===== config.mk =====
export PLATFORM = sky130hd
export DESIGN_NAME = uart_tx_ctrl
export DESIGN_NICKNAME = d
export VERILOG_FILES = /design/src/rtl/uart_tx_ctrl.sv
export SDC_FILE = /design/constraint.sdc
export NUM_CORES = 1
export LEC_CHECK = 0
export CAP_MARGIN = 40
export CELL_PAD_IN_SITES_DETAIL_PLACEMENT = 0
export CELL_PAD_IN_SITES_GLOBAL_PLACEMENT = 1
export CORE_ASPECT_RATIO = 1.4
export CORE_UTILIZATION = 45
export CTS_CLUSTER_DIAMETER = 40
export DETAILED_ROUTE_END_ITERATION = 10
export DONT_BUFFER_PORTS = 1
export PLACE_DENSITY_LB_ADDON = 0.12
export RECOVER_POWER = 25
export SETUP_SLACK_MARGIN = 0.2
export SLEW_MARGIN = 20
export SYNTH_ARGS = -nofsm -noshare
export SYNTH_HDL_FRONTEND = slang
export SYNTH_SLANG_ARGS = --single-unit

===== constraint.sdc =====
create_clock -name clk -period 3.35 [get_ports clk]
set_input_delay 0.67 -clock clk [delete_from_list [all_inputs] [get_ports clk]]
set_output_delay 0.67 -clock clk [all_outputs]
set_load 0.03 [all_outputs]

===== src/rtl/uart_tx_ctrl.sv =====
// UART transmit frame controller: start bit, LSB-first data, optional parity, stop bit.
// One clock per bit; TX_OUT and Busy are registered and aligned with each other.
module uart_tx_ctrl #(
  parameter int WIDTH = 8
) (
  input  logic             clk,
  input  logic             rst,
  input  logic [WIDTH-1:0] P_DATA,
  input  logic             DATA_VALID,
  input  logic             PAR_EN,
  input  logic             PAR_TYP,
  output logic             TX_OUT,
  output logic             Busy
);

  localparam int CW = (WIDTH > 1) ? $clog2(WIDTH) : 1;
  localparam logic [CW-1:0] LAST_BIT = CW'(WIDTH - 1);

  typedef enum logic [2:0] {
    IDLE   = 3'd0,
    START  = 3'd1,
    DATA   = 3'd2,
    PARITY = 3'd3,
    STOP   = 3'd4
  } state_t;

  state_t           r_state;
  logic [CW-1:0]    r_cnt;
  logic [WIDTH-1:0] r_data;
  logic             r_par_en;
  logic             r_par_typ;
  logic             r_tx;
  logic             r_busy;

  logic [CW-1:0]    w_cnt_nxt;
  logic             w_parity;

  assign w_cnt_nxt = r_cnt + 1'b1;
  // Parity always comes from the latched word, never from live P_DATA.
  assign w_parity  = (^r_data) ^ r_par_typ;

  always_ff @(posedge clk) begin
    if (rst) begin
      r_state   <= IDLE;
      r_cnt     <= '0;
      r_data    <= '0;
      r_par_en  <= 1'b0;
      r_par_typ <= 1'b0;
      r_tx      <= 1'b1;
      r_busy    <= 1'b0;
    end else begin
      case (r_state)
        IDLE: begin
          r_cnt <= '0;
          if (DATA_VALID) begin
            r_data    <= P_DATA;
            r_par_en  <= PAR_EN;
            r_par_typ <= PAR_TYP;
            r_tx      <= 1'b0;
            r_busy    <= 1'b1;
            r_state   <= START;
          end else begin
            r_tx   <= 1'b1;
            r_busy <= 1'b0;
          end
        end
        START: begin
          r_tx    <= r_data[0];
          r_cnt   <= '0;
          r_state <= DATA;
        end
        DATA: begin
          // The counter names the bit currently on the line; it stops at the last bit.
          if (r_cnt == LAST_BIT) begin
            if (r_par_en) begin
              r_tx    <= w_parity;
              r_state <= PARITY;
            end else begin
              r_tx    <= 1'b1;
              r_state <= STOP;
            end
          end else begin
            r_cnt <= w_cnt_nxt;
            r_tx  <= r_data[w_cnt_nxt];
          end
        end
        PARITY: begin
          r_tx    <= 1'b1;
          r_state <= STOP;
        end
        STOP: begin
          r_tx    <= 1'b1;
          r_busy  <= 1'b0;
          r_cnt   <= '0;
          r_state <= IDLE;
        end
        default: begin
          r_tx    <= 1'b1;
          r_busy  <= 1'b0;
          r_cnt   <= '0;
          r_state <= IDLE;
        end
      endcase
    end
  end

  assign TX_OUT = r_tx;
  assign Busy   = r_busy;

endmodule

Word level (Yosys, flattened, before mapping) --
Index checks and enable logic that the tools add are counted.
Word-level totals: register bits after elaboration 18, input port bits 13, output and inout port bits 2, logic and storage cells 38
Operators by class: add/subtract/negate cells 1, magnitude comparators 1, equal/unequal tests 7, mux-type cells 14, bitwise gates (word level) 2, reductions and logical operators 6
Operator list (count):
- 3-bit 2-to-1 mux | 4
- 3-bit one-hot mux with 4 select lines | 1
- 8-bit XOR reduction | 1
- 3-bit by 2-bit == test with 1-bit output (second input constant) | 2
- 2-bit != test (second input constant) | 3
- 3-bit one-hot mux with 2 select lines | 1
- 2-bit AND reduction | 3
- 1-bit 2-to-1 mux | 5
- 3-bit by 4-bit less-than comparator with 1-bit output (second input constant) | 1
- 3-bit by 1-bit adder with 3-bit output (second input constant) | 1
- 1-bit binary-select mux with 3-bit select | 1
- 3-bit by 1-bit == test with 1-bit output (second input constant) | 1
- 3-bit == test (second input constant) | 1
- 3-bit logical NOT | 1
- 1-bit one-hot mux with 3 select lines | 1
- 3-bit OR reduction | 1
- 1-bit one-hot mux with 2 select lines | 1
- 1-bit NOT | 1
- 1-bit bitwise XOR | 1

Longest topological paths before layout --
Gate-level depths: netlist (run 1).
depth in word-level cells 5, mapped depth 6, gate-level depth less buffers 6

Worst setup path after synthesis (run 1) --
OpenSTA, ideal clock, no wires.
path type register -> register, start point register r_cnt[0], end point register r_tx, in the netlist TX_OUT, library setup time 0.131 ns, arrival 1.264 ns, data required time 3.219 ns, path slack 1.955 ns, cell stages (with the launch flop) 5, path buffers 0, period minus slack after synthesis 1.395 ns, cells stage by stage dfxtp_1 > ha_1 > mux4_2 > o2111ai_1 > o211ai_1
Between the ends: word-level cells in the longest chain between the ends 5, elaborated cells on any way between the ends 6, those cells by class add/sub: 1; eq/ne: 1; mux: 4
RTL lines:
- from (decl) | line 28 | logic [CW-1:0] r_cnt;
- from (signal assigned) | line 83 | r_cnt <= w_cnt_nxt;
- 3-bit by 1-bit adder with 3-bit output | line 38 | assign w_cnt_nxt = r_cnt + 1'b1;
- 1-bit binary-select mux with 3-bit select | line 84 | r_tx <= r_data[w_cnt_nxt];
- 1-bit 2-to-1 mux (implied by the code) | line 84
- 1-bit 2-to-1 mux * | line 74 | if (r_cnt == LAST_BIT) begin
- 1-bit one-hot mux with 3 select lines * | line 52 | case (r_state)
- to (signal assigned) | line 68 | r_tx <= r_data[0];
- to (signal assigned) | line 76 | r_tx <= w_parity;
- to (signal assigned) | line 84
- to (decl) | line 32 | logic r_tx;
Mark *: on every way between the ends. The rest lies on a longest branch, timed or not. The select of a mux whose other input is x is not followed. A chain may end at the register's enable or synchronous reset.

Final worst setup path (run 1) --
Same ends and word-level chain as after synthesis.

==> results of run 1 <==
[per-layer routing]
metal / vias to the layer above / routed length, um / track usage [%]
li1: 349 / - / -
met1: 304 / 673 / 18.3
met2: 10 / 769 / 28.3
met3: 2 / 59 / 2.52
met4: 0 / 14 / 10.3
met5: - / 0 / 0
[worst max-delay path, delay by kind of cell, from the launching register on]
family / cells / cell delay (ps)
flops: 1 / 380
mux: 1 / 320
fa+ha+maj: 1 / 390
compound gates: 2 / 290
[cell families (layout without fill, tap and decap cells)]
family	count (synthesis)	in the layout	synth area share, %
compound gates	21	21	14.3
xor+xnor	8	8	9.87
fa+ha+maj	2	2	2.95
buf+inv	6	5	2.95
flops	18	18	42.4
mux	5	5	7.36
simple gates	41	41	20.2
[state kept, by name, summed over array words and instances (netlist names)]
register and cells:
r_cnt 3, r_par_en 1, r_data 8, r_state 3, TX_OUT 1, Busy 1, r_par_typ 1
[power by group through the flow]
stage | Clock [uW] | Combinational, uW | Sequential [uW]
after floorplan | 0 | 62.0 | 244
after global placement | 0 | 62.1 | 251
after detailed placement | 0 | 63.6 | 251
after CTS | 113 | 63.8 | 246
after global routing | 115 | 70.9 | 248
final | 108 | 62.2 | 246
[area by class of cell]
class / instances / area (um^2) / area share (%)
Tap cell: 20 / 25.0 / 2.84
Sequential cell: 18 / 360 / 41.0
Inverter: 2 / 7.51 / 0.853
Clock buffer: 3 / 22.5 / 2.56
Multi-Input combinational cell: 77 / 464 / 52.8
[worst paths after layout]
check / startpoint / endpoint
max: r_cnt[0] / TX_OUT
min reg2reg: r_par_typ / r_par_typ
max reg2reg: r_cnt[0] / TX_OUT
min: rst / r_data[7]
[per-stage QoR]
step	hold slack [ps]	util [%]	cell area (um^2)
after floorplan	448	-	850
after global placement	451	48.2	857
after detailed placement	456	48.2	857
after CTS	419	49.4	880
after global routing	417	49.4	880
final	429	49.4	880
[layout by cell type, fill, tap and decap left out]
cell type | Yosys | routed
sky130_fd_sc_hd__nand3_1 | 2 | 2
sky130_fd_sc_hd__nor4b_1 | 1 | 1
sky130_fd_sc_hd__inv_1 | 2 | 2
sky130_fd_sc_hd__xor2_1 | 2 | 2
sky130_fd_sc_hd__a31oi_1 | 1 | 1
sky130_fd_sc_hd__and2_0 | 0 | 1
sky130_fd_sc_hd__mux2i_1 | 4 | 4
sky130_fd_sc_hd__nor4_1 | 1 | 1
sky130_fd_sc_hd__mux4_2 | 1 | 1
sky130_fd_sc_hd__xnor3_1 | 1 | 1
sky130_fd_sc_hd__clkbuf_4 | 0 | 3
sky130_fd_sc_hd__ha_1 | 2 | 2
sky130_fd_sc_hd__a21oi_1 | 13 | 13
sky130_fd_sc_hd__xnor2_1 | 5 | 5
sky130_fd_sc_hd__o2111ai_1 | 1 | 1
sky130_fd_sc_hd__dfxtp_1 | 18 | 18
sky130_fd_sc_hd__o21ai_0 | 3 | 3
sky130_fd_sc_hd__nand2_1 | 26 | 26
sky130_fd_sc_hd__o211ai_1 | 1 | 1
sky130_fd_sc_hd__nor2b_1 | 1 | 1
sky130_fd_sc_hd__o311a_1 | 1 | 1
sky130_fd_sc_hd__nor3_1 | 2 | 2
sky130_fd_sc_hd__nor2_1 | 7 | 7
sky130_fd_sc_hd__o31a_1 | 1 | 1
==> results.rst, run 1 <==
.. list-table::
   :header-rows: 1

   * - Metric
     - Value
   * - Data arrival time of the critical path
     - roughly 1700 ps
   * - Clock skew after layout
     - 7.26 ps
   * - Die outline width
     - 38.7 um
   * - Top fanout value on the critical path
     - 5
   * - Total of cells resized after clock tree synthesis
     - 0
   * - Number of distinct standard cells referenced by the synthesized netlist
     - 25
   * - Pin count of the biggest net entering global routing
     - 15
   * - Actual transition at the worst max-transition pin
     - 495 ps
   * - Chip height
     - 53.4 um
   * - Number of placed cells counting well taps
     - 117
   * - Number of remaining DRC errors
     - 0
   * - Layout area overhead
     - 3.53%
   * - Power density over the cells
     - 473 mW/mm^2
   * - Synthesis warning total
     - 0
   * - Filler-free cell count of the finished design
     - 120
   * - Sequential share of power
     - 59.1%
   * - Routability cong.
     - 0.679
   * - Area of the placeable core
     - 0.00178 mm^2
   * - Post-synth top area share
     - 42.4%
   * - Status
     - finished clean
   * - Via-to-Cell Ratio
     - 5.54
   * - Cell-internal power
     - about 300 uW
   * - Cell types with the highest counts after synthesis
     - sky130_fd_sc_hd__nand2_1, sky130_fd_sc_hd__dfxtp_1, sky130_fd_sc_hd__a21oi_1
   * - Worst slew margin relative to its limit
     - 67.0%
   * - Seq cells post-synth
     - 18
   * - Vias in the first global route
     - 600
   * - Fraction of the cycle the final worst path needs
     - about 45%
   * - Hold Vio Cnt, Final
     - 0
   * - Clock Path Buffers
     - 2
   * - Post-CTS Setup Inserts
     - 0
   * - Area of the die
     - 0.00207 mm^2
   * - Clock sink total
     - 18
   * - IR drop worst, VDD
     - 0.000251 V
   * - Part of the Yosys area used for sequential elements
     - 42.4%
   * - Dominant synthesized flop cell
     - sky130_fd_sc_hd__dfxtp_1
   * - Top Ports
     - 15
   * - Switching part of the total power
     - 27.2%
   * - # H-tree levels
     - 1
   * - Total power draw
     - 416 uW
   * - Critical Path Max Stage Delay
     - 390 ps
   * - Total negative setup slack
     - 0 ps
   * - Post-detailed-placement half-perimeter wirelength
     - 1130 um
   * - Routed length per instance
     - 12.6 um
   * - CTS tree
     - yes
   * - Post-layout minimum cycle time
     - about 1500 ps
   * - Count of endpoints failing setup in the final report
     - 0
   * - # Max-Cap Violations
     - 0
   * - Rows
     - 18
   * - Async set-or-reset flop fraction in the synthesized netlist
     - 0%
   * - Clk_lat worst skew
     - 290 ps
   * - CTS Hold Buffers Added
     - 0
   * - Leading cell types by total area after synthesis
     - sky130_fd_sc_hd__dfxtp_1, sky130_fd_sc_hd__nand2_1, sky130_fd_sc_hd__a21oi_1
   * - Crit path cell chain
     - ha_1 -> mux4_2 -> o2111ai_1 -> o211ai_1
   * - CTS root buf
     - sky130_fd_sc_hd__clkbuf_4
   * - I/O Buffers
     - 0
   * - Cell depth of the worst flop-to-flop path
     - 4
   * - Number of antenna violations at the first check in global routing
     - 0
   * - Final #Nets
     - 117
   * - Total congestion overflow
     - 0
   * - Net switching power
     - 113 uW
   * - Initial Utilization
     - 47.7%
   * - Startpoint types
     - register
   * - Combinational share of power
     - approximately 15%
   * - Post-Synthesis Net Count
     - 116
   * - Synthesized instance count
     - 101
   * - Worst Path Class, Setup
     - reg -> reg
   * - Initial detailed-routing violation count
     - 18
   * - Total length of routed wires
     - 1520 um
   * - Worst Hold Class
     - in -> reg
   * - Post-synth EDFFs
     - 0
   * - Global-route total usage across every layer
     - about 17%
   * - Antenna diode count
     - 0
   * - Highest attainable clock frequency
     - roughly 670 MHz
   * - Portion of total power attributed to the clock network
     - 25.9%
   * - Library cell occupying the most area in the post-synthesis netlist
     - sky130_fd_sc_hd__dfxtp_1
   * - Lkg Pwr
     - around 0.00033 uW
   * - Reg2reg setup slack
     - 1850 ps
   * - Most frequent cell after synthesis
     - sky130_fd_sc_hd__nand2_1
   * - Fillcell total
     - 183
   * - Worst setup margin
     - 1850 ps
   * - DR pass1 iterations
     - 3
   * - Worst path required time
     - 3520 ps
   * - Critical-path top delay cell
     - sky130_fd_sc_hd__ha_1
   * - Clock slew seen by the registers of the worst setup and hold paths
     - approximately 100 ps
   * - Per-instance average area after synthesis
     - 8.41 um^2
   * - Ratio of cells with drive above 1 in the final layout
     - 4.00%
   * - Total count of max-transition violations in the final report
     - 0
   * - Endpoint type of the worst setup path
     - register
   * - RSZ-0062 raised after global routing
     - false
   * - Global-route wire length before repair
     - 2390 um
   * - Hold path cells
     - 1
   * - Via count
     - around 670
   * - Post-synthesis instance area
     - 850 um^2
   * - Number of buffers added by the clock tree synthesis step
     - 3
   * - Post-detailed-route count of antenna-violating nets
     - 0
   * - Pre-CTS worst setup slack
     - 1830 ps
(Power assumes the default switching activity.)
==> run 2: changes to the inputs <==
- CORE_UTILIZATION: 45 -> 44
- clock period: 3.35 -> 1.46 ns (I/O delays scaled with it)
==> run 2 against run 1 <==
  * Register-to-register slack lost 1800 ps
  * Setup slack lost 1800 ps
  * Clock power grew 120%
  * Sequential cell count is the same
  * Clock skew shrank 4.9 ps
  * Count of clock-buffer cells in the layout is the same
  * Via count grew 0.30%
  * Core utilization grew 3.0 points
  * Sequential share of layout area shrank 2.0 points
  * Critical path type unchanged
  * Highest routed layer unchanged
==> results.rst, run 2 (same netlist as run 1, synthesis figures left out) <==
.. list-table::
   :header-rows: 1

   * - Metric
     - Value
   * - Total power draw
     - 960 uW (+130%)
   * - Worst Hold Class
     - in -> reg
   * - Endpoint type of the worst setup path
     - register
   * - Total length of routed wires
     - 1580 um (+3.8%)
   * - Total area of multi-input combinational cells
     - 495 um^2 (+6.7%)
   * - Count of endpoints failing setup in the final report
     - 0 (unchanged)
   * - Worst slew margin relative to its limit
     - 78.7% (+12 points)
   * - Antenna diode count
     - 0 (unchanged)
   * - Clock sink total
     - 18 (unchanged)
   * - Via-to-Cell Ratio
     - 5.42 (-2.1%)
   * - Post-detailed-placement half-perimeter wirelength
     - 1200 um (+6.4%)
   * - Lkg Pwr
     - 0.000336 uW (+2.8%)
   * - Post-layout minimum cycle time
     - 1360 ps (-138 ps)
   * - CTS Hold Buffers Added
     - 0 (unchanged)
   * - Global-route total usage across every layer
     - 17.0% (+0.42 points)
   * - Routed length per instance
     - 12.8 um (+1.3%)
   * - Initial Utilization
     - 47.7% (unchanged)
   * - First element of the critical path
     - r_cnt[0]
   * - Actual transition at the worst max-transition pin
     - 319 ps (-176 ps)
   * - Number of buffers added by the clock tree synthesis step
     - 3 (unchanged)
   * - Biggest regs
     - r_data (8), r_cnt (3), r_state (3)
   * - Most frequent standard cell in the layout excluding fill and tap cells
     - sky130_fd_sc_hd__nand2_1
   * - Worst Path Class, Setup
     - reg -> reg
   * - Rows
     - 18 (unchanged)
   * - Number of antenna violations at the first check in global routing
     - 0 (unchanged)
   * - Via count
     - 667 (+0.30%)
   * - Highest-count cells in the layout ignoring fill and taps
     - sky130_fd_sc_hd__nand2_1, sky130_fd_sc_hd__dfxtp_1, sky130_fd_sc_hd__a21oi_1
   * - IR drop worst, VDD
     - 0.000586 V (+130%)
   * - Crit path to
     - TX_OUT
   * - Worst path required time
     - 1630 ps (-1890 ps)
   * - Fillcell total
     - 192 (+4.9%)
   * - Combined flip-flop and latch cell area
     - 364 um^2 (+1.0%)
   * - Area of the placeable core
     - 0.00178 mm^2 (unchanged)
   * - # Max-Cap Violations
     - 0 (unchanged)
   * - Highest attainable clock frequency
     - 734 MHz (+10%)
   * - CTS root buf
     - sky130_fd_sc_hd__clkbuf_4
   * - Ratio of cells with drive above 1 in the final layout
     - 12.6% (+8.6 points)
   * - Die outline width
     - 39.1 um (+1.1%)
   * - Number of remaining DRC errors
     - 0 (unchanged)
   * - Clock slew seen by the registers of the worst setup and hold paths
     - 100 ps (about the same)
   * - Area of the die
     - 0.00211 mm^2 (+2.2%)
   * - R2R Path Start
     - r_cnt[0]
   * - Initial detailed-routing violation count
     - 3 (-15)
   * - Fraction of the cycle the final worst path needs
     - 93.4% (+49 points)
   * - Power density over the cells
     - 1030 mW/mm^2 (+120%)
   * - DR pass1 iterations
     - 4 (+1)
   * - CTS tree
     - yes
   * - Global-route wire length before repair
     - 2530 um (+6.1%)
   * - Hold Vio Cnt, Final
     - 0 (unchanged)
   * - Max reg flops
     - 8 (unchanged)
   * - Total congestion overflow
     - 0 (unchanged)
   * - Reg2reg setup slack
     - 100 ps (-1750 ps)
   * - Routability cong.
     - 0.775 (+14%)
   * - Final #Nets
     - 120 (+2.6%)
   * - Total negative setup slack
     - 0 ps (unchanged)
   * - # H-tree levels
     - 1 (unchanged)
   * - Endpoint of the worst register-to-register path
     - TX_OUT
   * - Vias in the first global route
     - 624 (+4.0%)
   * - RSZ-0062 raised after global routing
     - true
   * - Top Ports
     - 15 (unchanged)
   * - Data arrival time of the critical path
     - 1530 ps (-140 ps)
   * - Total count of max-transition violations in the final report
     - 0 (unchanged)
   * - I/O Buffers
     - 0 (unchanged)
   * - Pin count of the biggest net entering global routing
     - 15 (unchanged)
   * - Layout area overhead
     - 9.87%
   * - Top fanout value on the critical path
     - 5 (unchanged)
   * - Biggest register
     - r_data
   * - Clock skew after layout
     - 2.32 ps (-4.94 ps)
   * - Cell depth of the worst flop-to-flop path
     - 4 (unchanged)
   * - Clock Path Buffers
     - 2 (unchanged)
   * - Status
     - finished clean
   * - Clk_lat worst skew
     - 290 ps (about the same)
   * - Startpoint types
     - register
   * - Chip height
     - 54.0 um (+1.1%)
   * - Post-detailed-route count of antenna-violating nets
     - 0 (unchanged)
[run 2: final cells by class]
type,instances,share of cell area [%]
multi-input combinational,77,53.1
sequential,18,39.0
tap,20,2.68
clock buffer,3,2.41
timing repair buffer,3,2.01
inverter,2,0.804
[run 2: repair_timing]
item / 4_1_cts / 5_1_grt
setup endpoints to repair: 6 / 5
setup buffers: 0 / 0
pin swaps: 0 / 1
resized for setup: 5 / 2
hold endpoints to repair: 0 / 0
[run 2: power breakdown]
part           internal, uW  switching (uW)  leakage, uW
registers               520            36.9     0.000148
clock network          95.8             146    0.0000138
logic                  85.8            76.7     0.000174
total                   701             259     0.000336
[run 2: layer usage]
layer  part of all wire (%)  up-vias  track usage (%)
li1                       -      351                -
met1                     45      304             19.4
met2                     51       10             30.6
met3                    2.4        2             2.48
met4                    1.1        0             6.90
met5                      0        -                0
[run 2: worst min path at each step]
stage | to | startpoint | cells past startpoint | slack (ps)
3_5_place_dp | r_data[1] | rst | 1 | 360
5_1_grt | r_data[0] | rst | 1 | 40
3_3_place_gp | r_data[7] | rst | 1 | 360
2_1_floorplan | Busy | rst | 1 | 370
6_report | r_par_typ | rst | 1 | 60
4_1_cts | r_data[1] | rst | 1 | 50
[run 2: critical path, stage by stage (launching register included)]
cell,delay (ps)
sky130_fd_sc_hd__dfxtp_4,380
sky130_fd_sc_hd__ha_4,290
sky130_fd_sc_hd__mux4_2,300
sky130_fd_sc_hd__o2111ai_2,170
sky130_fd_sc_hd__o211ai_1,110
[run 2: metrics by stage]
stage                     hold slack [ps]  instance area [um^2]  utilization [%]  instances  setup slack [ps]
final                                58.4                   933             52.5        123              96.8
after global routing                 44.0                   933             52.5        123              21.3
after CTS                            47.0                   935             52.5        123              81.7
after detailed placement              365                   893             50.2        120              77.1
after global placement                363                   893             50.2        120               125
after floorplan                       369                   863                -        101               165
==> run 3: changes to the inputs <==
- CORE_UTILIZATION: 44 -> 32
- REMOVE_ABC_BUFFERS: default -> 1
==> run 3 against run 2 <==
  * Non-clock buffer count rose by 2
  * Die area rose by 36%
  * Largest cell class unchanged
  * Maximum frequency rose by 2.1%
==> results.rst, run 3 (same netlist as run 1, synthesis figures left out) <==
.. list-table::
   :header-rows: 1

   * - Metric
     - Value
   * - Status
     - finished clean
   * - Data arrival time of the critical path
     - 1520 ps (about the same)
   * - Via count
     - 680 (+1.9%)
   * - Chip height
     - 63.0 um (+17%)
   * - Clock sink total
     - 18 (unchanged)
   * - Highest attainable clock frequency
     - 749 MHz (+2.1%)
   * - Worst slew margin relative to its limit
     - 78.8% (+0.11 points)
   * - Sequential share of power
     - 53.1% (-4.9 points)
   * - # H-tree levels
     - 1 (unchanged)
   * - Ratio of cells with drive above 1 in the final layout
     - 19.8% (+7.2 points)
   * - Number of buffers added by the clock tree synthesis step
     - 3 (unchanged)
   * - DR pass1 iterations
     - 4 (unchanged)
   * - Initial detailed-routing violation count
     - 6 (+3)
   * - Combinational share of power
     - 16.9% (about the same)
   * - R2R Path Start
     - r_cnt[0]
   * - Via-to-Cell Ratio
     - 4.86 (-10%)
   * - Max reg flops
     - 8 (unchanged)
   * - HP Start
     - rst
   * - Fillcell total
     - 259 (+35%)
   * - Total length of routed wires
     - 1700 um (+8.1%)
   * - Clock slew seen by the registers of the worst setup and hold paths
     - 110 ps (about the same)
   * - Global-route wire length before repair
     - 2820 um (+11%)
   * - Hold path cells
     - 1 (unchanged)
   * - Most frequent standard cell in the layout excluding fill and tap cells
     - sky130_fd_sc_hd__nand2_1
   * - CTS root buf
     - sky130_fd_sc_hd__clkbuf_4
   * - Highest-count cells in the layout ignoring fill and taps
     - sky130_fd_sc_hd__nand2_1, sky130_fd_sc_hd__dfxtp_1, sky130_fd_sc_hd__a21oi_1
   * - Top Ports
     - 15 (unchanged)
   * - Worst Path Class, Setup
     - reg -> reg
   * - Lkg Pwr
     - 0.000362 uW (+7.6%)
   * - Routability cong.
     - 0.786 (+1.4%)
   * - Hold Vio Cnt, Final
     - 0 (unchanged)
   * - Top fanout value on the critical path
     - 4 (-1)
   * - Biggest register
     - r_data
   * - Clk_lat worst skew
     - 290 ps (about the same)
   * - CTS Hold Buffers Added
     - 0 (unchanged)
   * - Worst Hold Class
     - in -> reg
   * - CTS tree
     - yes
   * - Area of the die
     - 0.00287 mm^2 (+36%)
   * - Endpoint type of the worst setup path
     - register
   * - Net switching power
     - 279 uW (+7.6%)
   * - Count of endpoints failing setup in the final report
     - 0 (unchanged)
   * - Post-detailed-route count of antenna-violating nets
     - 0 (unchanged)
   * - Final #Nets
     - 122 (+1.7%)
   * - Hold EP
     - r_data[4]
   * - Endpoint of the worst register-to-register path
     - TX_OUT
   * - Kind of cell adding the most delay to the critical path
     - flip-flops
   * - Layout area overhead
     - 17.5%
   * - Cell depth of the worst flop-to-flop path
     - 4 (unchanged)
   * - IR drop worst, VDD
     - 0.000533 V (-9.2%)
   * - Routed length per instance
     - 12.2 um (-5.0%)
   * - Actual transition at the worst max-transition pin
     - 317 ps (-1.69 ps)
   * - Antenna diode count
     - 0 (unchanged)
   * - Cell-internal power
     - 767 uW (+9.3%)
   * - Critical-path top delay cell
     - sky130_fd_sc_hd__dfxtp_4
   * - Number of antenna violations at the first check in global routing
     - 0 (unchanged)
   * - Fraction of the cycle the final worst path needs
     - 91.5% (-1.9 points)
   * - Critical Path Max Stage Delay
     - 380 ps (about the same)
   * - Worst path required time
     - 1650 ps (+20 ps)
   * - Placement Cell Area
     - 905 um^2 (+1.3%)
   * - Global-route total usage across every layer
     - 13.6% (-3.4 points)
   * - Die outline width
     - 45.5 um (+16%)
   * - Total negative setup slack
     - 0 ps (unchanged)
   * - Initial Utilization
     - 34.8% (-13 points)
   * - Rows
     - 21 (+3)
   * - Total congestion overflow
     - 0 (unchanged)
   * - Crit path cell chain
     - ha_4 -> mux4_2 -> o2111ai_2 -> o211ai_1
   * - Number of remaining DRC errors
     - 0 (unchanged)
   * - Portion of total power attributed to the clock network
     - 30.0% (+4.9 points)
   * - Biggest regs
     - r_data (8), r_cnt (3), r_state (3)
   * - Reg2reg setup slack
     - 120 ps (+30 ps)
   * - Switching part of the total power
     - 26.7% (-0.31 points)
   * - RSZ-0062 raised after global routing
     - true
   * - Startpoint types
     - register
   * - Total count of max-transition violations in the final report
     - 0 (unchanged)
   * - Clock skew after layout
     - 2.20 ps (-0.116 ps)
   * - # Max-Cap Violations
     - 0 (unchanged)
   * - Vias in the first global route
     - 646 (+3.5%)
   * - Area of the placeable core
     - 0.00244 mm^2 (+37%)
   * - Post-route cell area
     - 998 um^2 (+7.0%)
   * - I/O Buffers
     - 0 (unchanged)
   * - Post-detailed-placement half-perimeter wirelength
     - 1270 um (+5.3%)
   * - Clock Path Buffers
     - 2 (unchanged)
   * - Post-layout minimum cycle time
     - 1340 ps (-27.7 ps)
   * - Pin count of the biggest net entering global routing
     - 15 (unchanged)
   * - Power density over the cells
     - 1050 mW/mm^2 (+1.8%)
   * - Crit path buf inv count
     - 0 (unchanged)
-- run 3: cell count changes in the layout (fill, tap and decap cells not counted), sizes merged --
cell	before	now
buf	2	5
-- run 3: area by class of cell --
class | count | area (um^2) | share of cell area (%)
clock buffer | 4 | 36.3 | 3.63
tap | 34 | 42.5 | 4.26
inverter | 2 | 7.51 | 0.752
multi-input combinational | 77 | 509 | 51.0
timing repair buffer | 5 | 37.5 | 3.76
sequential | 18 | 365 | 36.6
-- run 3: worst max path at each step --
stage / startpoint / end / slack (ps) / cells past startpoint
2_1_floorplan: r_cnt[0] / TX_OUT / 60 / 4
3_3_place_gp: r_cnt[0] / TX_OUT / 40 / 4
3_5_place_dp: r_cnt[0] / TX_OUT / 7 / 4
4_1_cts: r_cnt[0] / TX_OUT / 120 / 4
5_1_grt: r_data[7] / TX_OUT / 70 / 4
6_report: r_cnt[0] / TX_OUT / 120 / 4
-- run 3: power by group through the flow --
stage	registers, uW	clock network, uW	logic, uW
2_1_floorplan	567	0	127
3_3_place_gp	568	0	166
3_5_place_dp	568	0	166
4_1_cts	556	325	175
5_1_grt	560	345	198
6_report	555	313	177
-- run 3: metal layers --
layer | up-vias | global-route usage (%) | share of wire, %
li1 | 355 | - | -
met1 | 307 | 15.8 | 40
met4 | 0 | 9.85 | 2.6
met2 | 14 | 21.4 | 54
met5 | - | 0 | 0
met3 | 4 | 1.73 | 3.4
-- run 3: worst reg2reg max path: stages, from the launching register on --
cell,delay (ps)
sky130_fd_sc_hd__dfxtp_4,380
sky130_fd_sc_hd__ha_4,280
sky130_fd_sc_hd__mux4_2,300
sky130_fd_sc_hd__o2111ai_2,170
sky130_fd_sc_hd__o211ai_1,100
-- run 3: metrics by stage --
stage               cells  total power [uW]  setup slack, ps  hold slack, ps  utilization, %
global placement      135               733             44.7             362            37.0
global route          140              1100             73.3            21.9            40.9
floorplan              97               695             64.7             361               -
detailed placement    135               734             6.95             364            37.0
finish                140              1050              125            39.2            40.9
CTS                   140              1060              124            33.9            40.2
-- run 3: repair_timing --
item	4_1_cts	5_1_grt
setup endpoints to repair	16	7
gates resized for setup	8	5
pin swaps	1	0
buffers inserted	1	0
gates cloned	0	0
endpoints found under the hold margin	0	0
